[config.mk]
export PLATFORM = sky130hd
export DESIGN_NAME = mode_command_tx
export DESIGN_NICKNAME = d
export VERILOG_FILES = /design/src/rtl/mode_command_tx.sv
export SDC_FILE = /design/constraint.sdc
export NUM_CORES = 1
export LEC_CHECK = 0
export CAP_MARGIN = 15
export CORE_ASPECT_RATIO = 0.8
export CORE_MARGIN = 2
export CORE_UTILIZATION = 35
export CTS_CLUSTER_DIAMETER = 100
export DETAILED_ROUTE_END_ITERATION = 7
export PLACE_DENSITY_LB_ADDON = 0.3
export SLEW_MARGIN = 20
export SYNTH_ARGS = -nofsm -noshare
export SYNTH_HDL_FRONTEND = slang
export SYNTH_SLANG_ARGS = --single-unit
export TNS_END_PERCENT = 100
[constraint.sdc]
create_clock -name clk -period 5.6 [get_ports clk]
set_input_delay 1.12 -clock clk [delete_from_list [all_inputs] [get_ports clk]]
set_output_delay 1.12 -clock clk [all_outputs]
set_load 0.02 [all_outputs]
[src/rtl/mode_command_tx.sv]
// Host-side encoder: turns single-cycle mode/rate/data commands into the
// ASCII byte stream for the mode controller, one byte per UART handshake.
module mode_command_tx #(
    parameter int GAP_CYCLES = 16,
    parameter bit LOWERCASE  = 1'b0
) (
    input  logic       clk,
    input  logic       reset,
    input  logic       i_cmd_valid,
    input  logic [1:0] i_cmd_op,
    input  logic [7:0] i_cmd_arg,
    output logic       o_cmd_ready,
    output logic [7:0] o_tx_data,
    output logic       o_tx_valid,
    input  logic       i_tx_ready,
    output logic       o_done,
    output logic       o_err
);

    localparam int CW = (GAP_CYCLES > 0) ? $clog2(GAP_CYCLES + 1) : 1;
    localparam logic [CW-1:0] GAP_LAST =
        CW'((GAP_CYCLES > 0) ? GAP_CYCLES - 1 : 0);

    localparam logic [7:0] CH_M = LOWERCASE ? 8'h6D : 8'h4D;
    localparam logic [7:0] CH_F = LOWERCASE ? 8'h66 : 8'h46;
    localparam logic [7:0] CH_C = LOWERCASE ? 8'h63 : 8'h43;

    typedef enum logic [1:0] {
        IDLE,
        SEND,
        GAP,
        DONE
    } state_t;

    state_t          state;
    logic [2:0][7:0] seq;
    logic [1:0]      len;
    logic [1:0]      idx;
    logic [1:0]      idxNext;
    logic [CW-1:0]   gapCnt;

    logic            decOk;
    logic [1:0]      decLen;
    logic [2:0][7:0] decSeq;
    logic            dataClash;

    assign idxNext = idx + 2'd1;

    // Control codes in either case would confuse the far-end parser.
    always_comb begin
        dataClash = 1'b0;
        unique case (i_cmd_arg)
            8'h00, 8'h4D, 8'h6D, 8'h46,
            8'h66, 8'h43, 8'h63: dataClash = 1'b1;
            default:             dataClash = 1'b0;
        endcase
    end

    always_comb begin
        decOk  = 1'b0;
        decLen = 2'd0;
        decSeq = '0;
        unique case (i_cmd_op)
            2'b00: begin
                decOk     = !dataClash;
                decLen    = 2'd1;
                decSeq[0] = i_cmd_arg;
            end
            2'b01: begin
                decOk     = (i_cmd_arg[1:0] != 2'b11);
                decLen    = 2'd3;
                decSeq[0] = CH_M;
                decSeq[2] = CH_F;
                unique case (i_cmd_arg[1:0])
                    2'b00:   decSeq[1] = 8'h31;
                    2'b01:   decSeq[1] = 8'h35;
                    2'b10:   decSeq[1] = 8'h41;
                    default: decSeq[1] = 8'h00;
                endcase
            end
            2'b10: begin
                decOk     = 1'b1;
                decLen    = 2'd1;
                decSeq[0] = CH_C;
            end
            default: decOk = 1'b0;
        endcase
    end

    always_ff @(posedge clk or negedge reset) begin
        if (!reset) begin
            state       <= IDLE;
            seq         <= '0;
            len         <= 2'd0;
            idx         <= 2'd0;
            gapCnt      <= '0;
            o_cmd_ready <= 1'b0;
            o_tx_data   <= 8'h00;
            o_tx_valid  <= 1'b0;
            o_done      <= 1'b0;
            o_err       <= 1'b0;
        end else begin
            o_done <= 1'b0;
            o_err  <= 1'b0;
            unique case (state)
                IDLE: begin
                    o_cmd_ready <= 1'b1;
                    if (o_cmd_ready && i_cmd_valid) begin
                        if (decOk) begin
                            seq         <= decSeq;
                            len         <= decLen;
                            idx         <= 2'd0;
                            o_cmd_ready <= 1'b0;
                            o_tx_valid  <= 1'b1;
                            o_tx_data   <= decSeq[0];
                            state       <= SEND;
                        end else begin
                            o_err <= 1'b1;
                        end
                    end
                end
                SEND: begin
                    if (i_tx_ready) begin
                        idx <= idxNext;
                        if (GAP_CYCLES != 0) begin
                            o_tx_valid <= 1'b0;
                            o_tx_data  <= 8'h00;
                            gapCnt     <= '0;
                            state      <= GAP;
                        end else if (idxNext == len) begin
                            o_tx_valid <= 1'b0;
                            o_tx_data  <= 8'h00;
                            o_done     <= 1'b1;
                            state      <= DONE;
                        end else begin
                            o_tx_data <= seq[idxNext];
                        end
                    end
                end
                GAP: begin
                    if (gapCnt == GAP_LAST) begin
                        if (idx == len) begin
                            o_done <= 1'b1;
                            state  <= DONE;
                        end else begin
                            o_tx_valid <= 1'b1;
                            o_tx_data  <= seq[idx];
                            state      <= SEND;
                        end
                    end else begin
                        gapCnt <= gapCnt + CW'(1);
                    end
                end
                DONE: begin
                    o_cmd_ready <= 1'b1;
                    state       <= IDLE;
                end
                default: state <= IDLE;
            endcase
        end
    end

endmodule

==> out/metrics.cfg, run 1 <==
[outcome]
status=finished clean

[logic_synthesis]
syn-cell-area_sq_um=2080
synth_cells=213
synth-async-reset-ratio_pct=100
synth_seq_area_share_pct=42.2
syn_avg_cell_area_sq_um=9.75
syn_nets=238
ys_types=45
synth_edf_count=0
synth-seq-cells=35
ys.flop_type=dfrtp_1
ys_warn_count=0

[flow_run]
drv_cap=0

[clock_network]
postCtsHoldBufs=0
clk_path_buf_depth=2
htreeDepth=2
cts_tree=done
clock-root-buffer=clkbuf_8
post-cts-setup-buffers=0
cts-buffers-inserted=5
clkTransAtPathRegs_ns=0.07
ctsResizeCount=0
cts.sinks=35
clock_latency_ns=0.29

[cells_and_area]
diodes=0
fin_nets=263
postLayoutCellArea_sq_um=2480
area_growth_pct=19.5
drive_gt1_share_pct=11.3
final_util_pct=42.6
fin_cells=320
final_common_cell=dfrtp_1
layout_common_cells=dfrtp_1, o21ai_0, clkdlybuf4s50_1

[detailed_routing]
routed_wl_microns=4600
ant_nets=0
drc=0
wire_per_inst_microns=14.4
firstDrtPassIters=4
viasPerCell=5.21
drt_iter0_drc=66
vias=1667

[power]
p_leak_nw=1.09
totalPowerFinal_mw=1.12
power.density_nw_per_um2=451
vdd_drop_max_uv=160

[grt]
antenna_found_initial=0
grt_pass1_wl_microns=8020
grt_max_degree=36
first_global_vias=1684
overflow=0
track_usage_pct=15.6

[timing]
max_slew_margin_pct=52.1
min_period_ns=3.75
fmax_mhz=267
grt_setup_unrepaired=no
fin_skew_ns=0.00435
fin_crit_sh_pct=66.9
final_hold_viol_count=0
drv_slew=0
worstMarginPinSlew_ns=0.718
finalSetupViolations=0
fin_tns_setup_ns=0

[setup_path]
cp.arrival_ns=3.92
end_kind=register
crit_path_max_fanout=16
path_cells=clkdlybuf4s50_1, inv_1, ha_1, and2b_1, and3_1, a211oi_4, or2_2, mux2_2
slowest_stage=a211oi_4
crit_type=primary input to register
cp.required_ns=5.78
slowest_delay_ns=0.59
crit_path_start_kind=primary input

[placed_design]
routabilityCongestion=0.792
placed_cells_incl_taps=312
port_buffers=25
dp_hpwl_microns=3390
place_area_sq_um=2400

[floorplanning]
ios=26
die_w_microns=90.1
initial_core_util_pct=35.7
row_count=25
die_area_sq_um=6570
core_area_sq_um=5820
die_y_microns=72.9

[min_path]
hold_path.class=register to register

==> state kept, by name, indices dropped and copies added, names as in the netlist <==
register,cells
seq,13
o_tx_data,8
gapCnt,5
idx,2
state,2
len,1
o_cmd_ready,1
o_done,1
o_err,1
o_tx_valid,1
==> routing by layer <==
layer  wire, microns  vias up  part of all wire [%]  global-route usage, %
met5               0        -                     0                      0
met4              88        0                   1.9                   7.18
met3             191        8                   4.2                   3.51
met2            2070       33                    45                   25.6
met1            2250      812                    49                   19.9
li1                -      814                     -                      -
==> cell usage after synthesis, types with 5 or more instances <==
| cell type | n | share of area, % |
|---|---|---|
| nand2b_1 | 5 | 1.5 |
| a21oi_1 | 14 | 3.4 |
| inv_1 | 13 | 2.4 |
| nor3_1 | 8 | 1.9 |
| o21ai_0 | 25 | 6.0 |
| dfrtp_1 | 35 | 42 |
| mux2_2 | 14 | 7.6 |
| nand3_1 | 5 | 1.2 |
| nand2_1 | 18 | 3.3 |
| nor2_1 | 9 | 1.6 |
| ha_1 | 11 | 6.6 |
==> kinds of logic (layout without fill, tap and decap cells) <==
| family | after synthesis | in the layout | share of synthesized area, % |
|---|---|---|---|
| flip-flops | 35 | 35 | 42.2 |
| buffers and inverters | 21 | 47 | 4.10 |
| multiplexers | 19 | 19 | 10.1 |
| XOR/XNOR | 3 | 3 | 1.27 |
| adder cells (fa/ha/maj) | 11 | 11 | 6.63 |
| AND/OR/NAND/NOR | 60 | 60 | 14.4 |
| AO/OA/AOI/OAI | 64 | 64 | 21.3 |
==> area by class of cell <==
| class | count | area, sq um |
|---|---|---|
| clock inverter | 1 | 5.00 |
| timing repair buffer | 26 | 258 |
| fill | 594 | 3340 |
| inverter | 13 | 48.8 |
| sequential | 35 | 876 |
| clock buffer | 7 | 76.3 |
| multi-input combinational | 157 | 1110 |
| tap | 81 | 101 |
==> through the flow <==
step / hold slack, ns / worst slack [ns]
global route: 0.526 / 1.67
CTS: 0.501 / 1.85
floorplan: 0.436 / 2.53
global placement: 0.464 / 1.57
finish: 0.489 / 1.85
detailed placement: 0.488 / 1.54
==> worst max-delay path: cells and delay by family <==
family | cells | cell delay, ns
AO/OA/AOI/OAI | 1 | 0.59
adder cells (fa/ha/maj) | 1 | 0.27
buffers and inverters | 2 | 0.69
multiplexers | 1 | 0.38
AND/OR/NAND/NOR | 3 | 0.88
==> final timing paths <==
| check | from | endpoint | slack [ns] | cells past startpoint |
|---|---|---|---|---|
| min in group asynchronous | reset | idx[1] | 1.24 | 2 |
| hold / removal | gapCnt[3] | gapCnt[3] | 0.49 | 1 |
| max in group asynchronous | reset | seq[8] | 4.03 | 2 |
| hold reg to reg | gapCnt[3] | gapCnt[3] | 0.49 | 1 |
| setup reg to reg | gapCnt[0] | o_tx_data[6] | 3.00 | 6 |
| setup / recovery | i_cmd_op[0] | seq[0] | 1.85 | 8 |
==> power breakdown <==
group | leakage, nW | internal, mW | switching [mW]
Sequential | 0.457 | 0.343 | 0.0801
Clock | 0.0422 | 0.0872 | 0.0905
Combinational | 0.588 | 0.242 | 0.276
Total | 1.09 | 0.672 | 0.446
No activity file was read; power rests on OpenSTA's default activity.
==> run 2: changes to the inputs <==
Clock period 5.6 ns to 3.75 ns, I/O delays scaled along.
==> run 2 against run 1 <==
  * Sequential cell count did not move
  * Wire length rose by 0.83%
  * Largest cell class unchanged
  * Critical path depth did not move
  * Critical endpoint unchanged
  * Worst hold slack worse by 0.0089 ns
  * Sequential share of layout area decreased by 0.58 points
  * Combinational power is 54% higher
  * Highest routed layer unchanged
  * Non-clock buffer count rose by 3
  * Worst setup slack worse by 1.3 ns
  * Global-route usage down 0.17 points
  * First-iteration DRC count increased by 3.0%
==> out/metrics.cfg, run 2 (same netlist as run 1, synthesis figures left out) <==
[cells_and_area]
reg.largest.list=seq (13), o_tx_data (8), gapCnt (5)
fin_nets=266  ; +1.1%
layout_common_cells=dfrtp_1, o21ai_0, clkdlybuf4s50_1
fin_cells=323  ; +0.94%
final_common_cell=dfrtp_1
diodes=0  ; unchanged
drive_gt1_share_pct=12.8  ; +1.5 points
area_growth_pct=21.5
regMostFlops=seq
largest_reg_flops=13  ; unchanged
fillerInstances=549  ; -7.6%

[detailed_routing]
firstDrtPassIters=4  ; unchanged
ant_nets=0  ; unchanged
viasPerCell=5.13  ; -1.6%
drc=0  ; unchanged
vias=1656  ; -0.66%
drt_iter0_drc=68  ; +3.0%
routed_wl_microns=4640  ; +0.83%
wire_per_inst_microns=14.4  ; -0.11%

[clock_network]
htreeDepth=2  ; unchanged
clock-root-buffer=clkbuf_8
cts.sinks=35  ; unchanged
cts-buffers-inserted=5  ; unchanged
ctsResizeCount=0  ; unchanged
clock_latency_ns=0.29  ; about the same
clk_path_buf_depth=2  ; unchanged
post-cts-setup-buffers=0  ; unchanged
clkTransAtPathRegs_ns=0.07  ; about the same
postCtsHoldBufs=0  ; unchanged
cts_tree=done

[placed_design]
post-place-ws_ns=0.250  ; -1.29 ns
placed_cells_incl_taps=315  ; +0.96%
routabilityCongestion=0.807  ; +1.9%
dp_hpwl_microns=3500  ; +3.2%
port_buffers=25  ; unchanged

[timing]
min_period_ns=3.22
fin_skew_ns=0.00417  ; -0.000183 ns
worst_slack_ns=0.535  ; -1.32 ns
drv_slew=0  ; unchanged
fin_crit_sh_pct=85.7
grt_setup_unrepaired=no
finalSetupViolations=0  ; unchanged
max_slew_margin_pct=59.5  ; +7.4 points
holdWs_ns=0.480  ; -0.00892 ns
fmax_mhz=311
fin_tns_setup_ns=0  ; unchanged
worstMarginPinSlew_ns=0.601  ; -0.117 ns
final_hold_viol_count=0  ; unchanged

[floorplanning]
die_w_microns=90.1  ; unchanged
die_area_sq_um=6570  ; unchanged
core_area_sq_um=5820  ; unchanged
initial_core_util_pct=35.7  ; unchanged
row_count=25  ; unchanged
die_y_microns=72.9  ; unchanged
ios=26  ; unchanged

[power]
vdd_drop_max_uv=294  ; +84%
seqPwrFrac_pct=36.5  ; -1.3 points
p_leak_nw=1.11  ; +2.2%
netSwitchingFraction_pct=38.9  ; -0.96 points
clockPowerShare_pct=17.4  ; +1.5 points
power.density_nw_per_um2=685  ; +52%
totalPowerFinal_mw=1.73  ; +54%
p_int_mw=1.05  ; +57%
switchingPower_mw=0.672  ; +51%
pwr-share-comb_pct=46.1  ; -0.2 points

[grt]
first_global_vias=1716  ; +1.9%
track_usage_pct=15.4  ; -0.17 points
grt_pass1_wl_microns=8060  ; +0.44%
antenna_found_initial=0  ; unchanged
overflow=0  ; unchanged
grt_max_degree=36  ; unchanged

[setup_path]
rr_worst_depth=7  ; +1
slowest_stage=clkdlybuf4s50_1
path_cells=clkdlybuf4s50_1, inv_1, ha_1, and2b_1, and3_1, a211oi_4, or2_2, mux2_2
crit_type=primary input to register
crit_family=simple AND/OR/NAND/NOR gates
crit_start=i_cmd_op[0]
end_kind=register
slowest_delay_ns=0.58  ; about the same
cp-endpoint=seq[0]
cp.arrival_ns=3.39  ; -0.53 ns
cp.required_ns=3.92  ; -1.86 ns
cp.depth=8  ; unchanged
critPathBufInv=2  ; unchanged
crit_path_start_kind=primary input
crit_path_max_fanout=14  ; -2
reg2reg_slack_ns=1.34  ; -1.66 ns
regToRegEndpoint=o_tx_data[5]
r2r-start=gapCnt[0]

[min_path]
min_from=gapCnt[3]
hold_path.class=register to register

[outcome]
status=finished clean

[flow_run]
drv_cap=0  ; unchanged

run 2: cell types whose count changed in the layout (fill, tap and decap cells not counted), sizes merged:
cell and delta:
buf +3, clkbuf +1, clkinv -1
run 2: metal layers:
| layer | global-route usage, % | up-vias | part of all wire, % |
|---|---|---|---|
| met5 | 0 | - | 0 |
| met4 | 7.35 | 0 | 2.4 |
| met3 | 3.93 | 11 | 3.7 |
| met2 | 25.1 | 30 | 44 |
| met1 | 19.6 | 798 | 50 |
| li1 | - | 817 | - |
run 2: worst reg2reg max path: cells and delay by family (launching register included):
family	cells	cell delay [ns]
AOI/OAI and AO/OA	2	0.65
adders and majority gates	2	0.51
DFF	1	0.40
muxes	1	0.35
buffers and inverters	1	0.23
and+or+nand+nor	1	0.15
run 2: final cells by class:
cell class              count  area (sq um)  area share, %
inverters                  13          48.8           1.94
multi-input cells         157          1110           44.2
well taps                  81           101           4.02
flip-flops and latches     35           876           34.7
clock buffers               8           100           3.97
repair buffers             29           280           11.1
run 2: worst min path at each step:
stage | endpoint | slack, ns | depth (start not counted)
6_report | gapCnt[3] | 0.48 | 1
3_5_place_dp | gapCnt[3] | 0.47 | 1
3_3_place_gp | gapCnt[3] | 0.46 | 1
2_1_floorplan | gapCnt[3] | 0.44 | 1
4_1_cts | gapCnt[3] | 0.48 | 1
5_1_grt | gapCnt[3] | 0.53 | 1
run 2: power groups by stage:
stage / clock network, mW / logic, mW / registers [mW]
2_1_floorplan: 0 / 0.534 / 0.637
3_3_place_gp: 0 / 0.793 / 0.635
3_5_place_dp: 0 / 0.801 / 0.637
4_1_cts: 0.311 / 0.806 / 0.629
5_1_grt: 0.329 / 0.886 / 0.649
6_report: 0.300 / 0.796 / 0.631
run 2: through the flow:
step,utilization (%),area [sq um]
after global routing,43.3,2520
after detailed placement,41.6,2420
after floorplan,-,2080
after global placement,41.6,2420
after CTS,43.3,2520
final,43.3,2520
